## src/rtl/booth_controller.sv

```systemverilog
// Moore control FSM for a 4-iteration Booth multiplier datapath.
// Issues load/clear, add/subtract and shift strobes; iteration count comes from the external shift counter.
module booth_controller (
  input  logic       clk,
  input  logic       rst_n,
  input  logic       start,
  input  logic       q0,
  input  logic       qm1,
  input  logic       seen4,
  output logic       ready,
  output logic       busy,
  output logic       done,
  output logic       ld_m,
  output logic       ld_q,
  output logic       clr_a,
  output logic       clr_qm1,
  output logic       ld_a,
  output logic       sub,
  output logic       shift,
  output logic       clrc,
  output logic       count_up,
  output logic [2:0] o_dbg_state
);

  typedef enum logic [2:0] {
    ST_IDLE  = 3'd0,
    ST_INIT  = 3'd1,
    ST_CHECK = 3'd2,
    ST_ADD   = 3'd3,
    ST_SUB   = 3'd4,
    ST_SHIFT = 3'd5,
    ST_DONE  = 3'd6
  } state_t;

  state_t r_state;
  state_t w_next;

  always_ff @(posedge clk or negedge rst_n) begin
    if (!rst_n) r_state <= ST_IDLE;
    else        r_state <= w_next;
  end

  // Next state and Moore output decode; unused encoding 3'd7 falls back to IDLE.
  always_comb begin
    w_next   = ST_IDLE;
    ready    = 1'b0;
    busy     = 1'b0;
    done     = 1'b0;
    ld_m     = 1'b0;
    ld_q     = 1'b0;
    clr_a    = 1'b0;
    clr_qm1  = 1'b0;
    ld_a     = 1'b0;
    sub      = 1'b0;
    shift    = 1'b0;
    clrc     = 1'b0;
    count_up = 1'b0;
    case (r_state)
      ST_IDLE: begin
        ready  = 1'b1;
        w_next = start ? ST_INIT : ST_IDLE;
      end
      ST_INIT: begin
        busy    = 1'b1;
        ld_m    = 1'b1;
        ld_q    = 1'b1;
        clr_a   = 1'b1;
        clr_qm1 = 1'b1;
        clrc    = 1'b1;
        w_next  = ST_CHECK;
      end
      ST_CHECK: begin
        busy = 1'b1;
        if (seen4)                   w_next = ST_DONE;
        else if ({q0, qm1} == 2'b10) w_next = ST_SUB;
        else if ({q0, qm1} == 2'b01) w_next = ST_ADD;
        else                         w_next = ST_SHIFT;
      end
      ST_ADD: begin
        busy   = 1'b1;
        ld_a   = 1'b1;
        w_next = ST_SHIFT;
      end
      ST_SUB: begin
        busy   = 1'b1;
        ld_a   = 1'b1;
        sub    = 1'b1;
        w_next = ST_SHIFT;
      end
      ST_SHIFT: begin
        busy     = 1'b1;
        shift    = 1'b1;
        count_up = 1'b1;
        w_next   = ST_CHECK;
      end
      ST_DONE: begin
        done   = 1'b1;
        w_next = ST_IDLE;
      end
      default: w_next = ST_IDLE;
    endcase
  end

  assign o_dbg_state = r_state;

endmodule

```

## config.mk

```make
export PLATFORM = sky130hd
export DESIGN_NAME = booth_controller
export DESIGN_NICKNAME = d
export VERILOG_FILES = /design/src/rtl/booth_controller.sv
export SDC_FILE = /design/constraint.sdc
export NUM_CORES = 1
export LEC_CHECK = 0
export BUFFER_PORTS_ARGS = -buffer_cell sky130_fd_sc_hd__buf_2
export CAP_MARGIN = 10
export CORE_AREA = 5 5 42 44
export DETAILED_ROUTE_END_ITERATION = 10
export DIE_AREA = 0 0 47 49
export GPL_TIMING_DRIVEN = 0
export PLACE_DENSITY = 0.55
export SYNTH_ARGS = -nofsm -noshare
export SYNTH_HDL_FRONTEND = slang
export SYNTH_SLANG_ARGS = --single-unit
```

## constraint.sdc

```tcl
create_clock -name clk -period 2 [get_ports clk]
set_clock_uncertainty 0.15 [all_clocks]
set_input_delay 0.4 -clock clk [delete_from_list [all_inputs] [get_ports clk]]
set_output_delay 0.4 -clock clk [all_outputs]
set_load 0.005 [all_outputs]
```

==> impl_metrics.py <==
metrics = {
    "die": {
        "initial_core_util_pct": 17.7,
        "die-area_mm2": 0.00230,
        "core_mm2": 0.00140,
        "die_w_um": 47,
        "fp.dieH_um": 49,
        "rows": 14,
        "ioPinCount": 21,
    },
    "placement": {
        "hpwl_um": 549,
        "pre_cts_ws_ns": 0.221,
        "numPortBuffers": 20,
        "routabilityCongestion": 0.634,
    },
    "yosys": {
        "syn-cell-area_um2": 248,
        "yosysSeqAreaShare_pct": 30.3,
        "synthFlopType": "dfrtp_1",
        "async_reset_ff_share_pct": 100,
        "syn-instance-count": 29,
        "synth_nets": 35,
        "synth_edf_count": 0,
        "yosysTopAreaCell": "dfrtp_1",
        "synth_most_common_cell": "buf_4",
        "ys_warn_count": 0,
        "synth_top_area_share_pct": 30.3,
        "ys_top_cells_by_count": "buf_4, dfrtp_1, nor2_1",
        "post_synth.cell_area_avg_um2": 8.54,
        "synth_area_leaders": "dfrtp_1, buf_4, nor3_4",
        "ys_ff_latch": 3,
        "synthDistinctLibCells": 17,
    },
    "final_layout": {
        "final_nets": 61,
        "num_antenna_cells": 0,
        "area_growth_pct": 67.2,
        "largest_register_ffs": 3,
        "final_util_pct": 29.6,
        "drive_gt1_share_pct": 68.5,
    },
    "global_route": {
        "antenna_found_initial": 0,
        "grt_pass1_vias": 230,
        "grtUsageTotal_pct": 6.00,
        "grt_pass1_wl_um": 972,
        "grt_max_degree": 10,
        "overflow": 0,
    },
    "routing": {
        "dr_total_vias": 280,
        "drt_iter0_markers": 1,
        "drt-total-wl_um": 659,
        "antenna_left": 0,
        "first_pass_iters": 2,
        "drc": 0,
        "wl_per_cell_um": 9.41,
        "viasPerCell": 4.00,
    },
    "hold_path": {
        "hold_path.class": "in -> reg",
        "min_path_cells": 3,
    },
    "power_and_ir_drop": {
        "power_density_mw_per_mm2": 1590,
        "p_leak_nw": 0.229,
        "power.total_uw": 657,
        "vdd_drop_max_uv": 321,
    },
    "timing": {
        "worst_slew_pin_slew_ns": 0.336,
        "worst_slack_ns": 0.110,
        "hold_viol_final": 0,
        "fmaxAchievable_mhz": 529,
        "min_period_ns": 1.89,
        "slew_viol_final": 0,
        "setup-violations-final": 0,
        "period_share_pct": 94.5,
        "rsz0062_at_grt": "no",
        "max_slew_margin_pct": 77.6,
        "finalSetupTns_ns": 0,
    },
    "clock_tree": {
        "clock-sinks": 3,
        "cts.clk_slew.worst_paths_ns": 0.04,
        "cts_root_buffer": "clkbuf_4",
        "htreeDepth": 1,
        "cts_tree": "done",
        "post-cts-setup-buffer-count": 0,
        "clk_latency_ns": 0.23,
        "cts-buffers-inserted": 3,
        "cts_buffer_depth": 2,
    },
    "critical_path": {
        "cp_num_cells": 4,
        "critPathLaunchType": "register",
        "worstRegToRegCells": 2,
        "slowest_stage": "dfrtp_1",
        "crit_fanout": 9,
        "path_delay_family": "flip-flops",
        "max_stage_delay_ns": 0.48,
        "path_class": "reg -> out",
        "cp.required_ns": 1.45,
        "crit_chain": "nand2b_2 -> nor2_1 -> buf_4 -> buf_2",
        "endpoint_kind": "output pin",
        "path_buf_inv": 2,
        "critPathArrivalTime_ns": 1.34,
    },
    "run_status": {
        "outcome": "completed",
    },
    "job": {
        "maxCapViolations": 0,
    },
}
-- tightest hold or removal path, cell delays in order --
cell      delay [ns]
buf_2           0.09
nor4b_1         0.04
o21bai_1        0.13
-- final cells by class --
cell class                 count  area [um2]
buffer                         5        37.5
multi-input combinational     18         134
timing repair buffer          21         110
fill                         165         987
clock buffer                   4        26.3
tap                           16        20.0
inverter                       3        11.3
sequential                     3        75.1
-- placed cells by master (no fill, tap or decap), types with 2 or more instances in the layout --
master and count:
clkbuf_4 3, nor3_1 2, buf_2 20, a21oi_1 2
buf_4 5, dfrtp_1 3, inv_2 2, nor2_1 2
o21bai_1 2
-- path summary, 6_finish.rpt --
kind	from	to	slack [ns]
max	o_dbg_state[1]	shift	0.11
min	q0	o_dbg_state[2]	0.33
max in group asynchronous	rst_n	o_dbg_state[1]	1.25
min in group asynchronous	rst_n	o_dbg_state[2]	0.35
min reg2reg	o_dbg_state[0]	o_dbg_state[1]	0.55
max reg2reg	o_dbg_state[0]	o_dbg_state[2]	0.80
-- routing by layer --
metal / vias to the layer above / track usage [%] / share of wire [%]
met2: 16 / 8.60 / 43
met1: 118 / 6.21 / 38
met3: 0 / 3.69 / 18
met4: 0 / 4.15 / 0
li1: 146 / - / -
met5: - / 0 / 0
-- repair_timing --
item / CTS / global route
endpoints found under the hold margin: 3 / 0
gates resized for setup: 1 / 2
hold buffers: 1 / 0
gates cloned: 0 / 0
endpoints found under the setup margin: 4 / 4
-- power by group --
group / internal [mW] / total, mW / switching (mW)
Clock: 0.0746 / 0.103 / 0.0288
Combinational: 0.221 / 0.388 / 0.167
Sequential: 0.0895 / 0.165 / 0.0757
-- metrics by stage --
step	instances	hold WS (ns)	cell area, um2
2_1_floorplan	29	-0.0456	248
3_3_place_gp	65	0.0465	368
3_5_place_dp	65	0.0476	368
4_1_cts	70	0.323	407
5_1_grt	70	0.350	414
6_report	70	0.331	414
-- kinds of logic after synthesis --
group / Yosys count / share of synthesized area, %
AO/OA/AOI/OAI: 7 / 20.7
flip-flops: 3 / 30.3
AND/OR/NAND/NOR: 11 / 29.3
buffers and inverters: 8 / 19.7
Power figures use the tool's default switching activity.
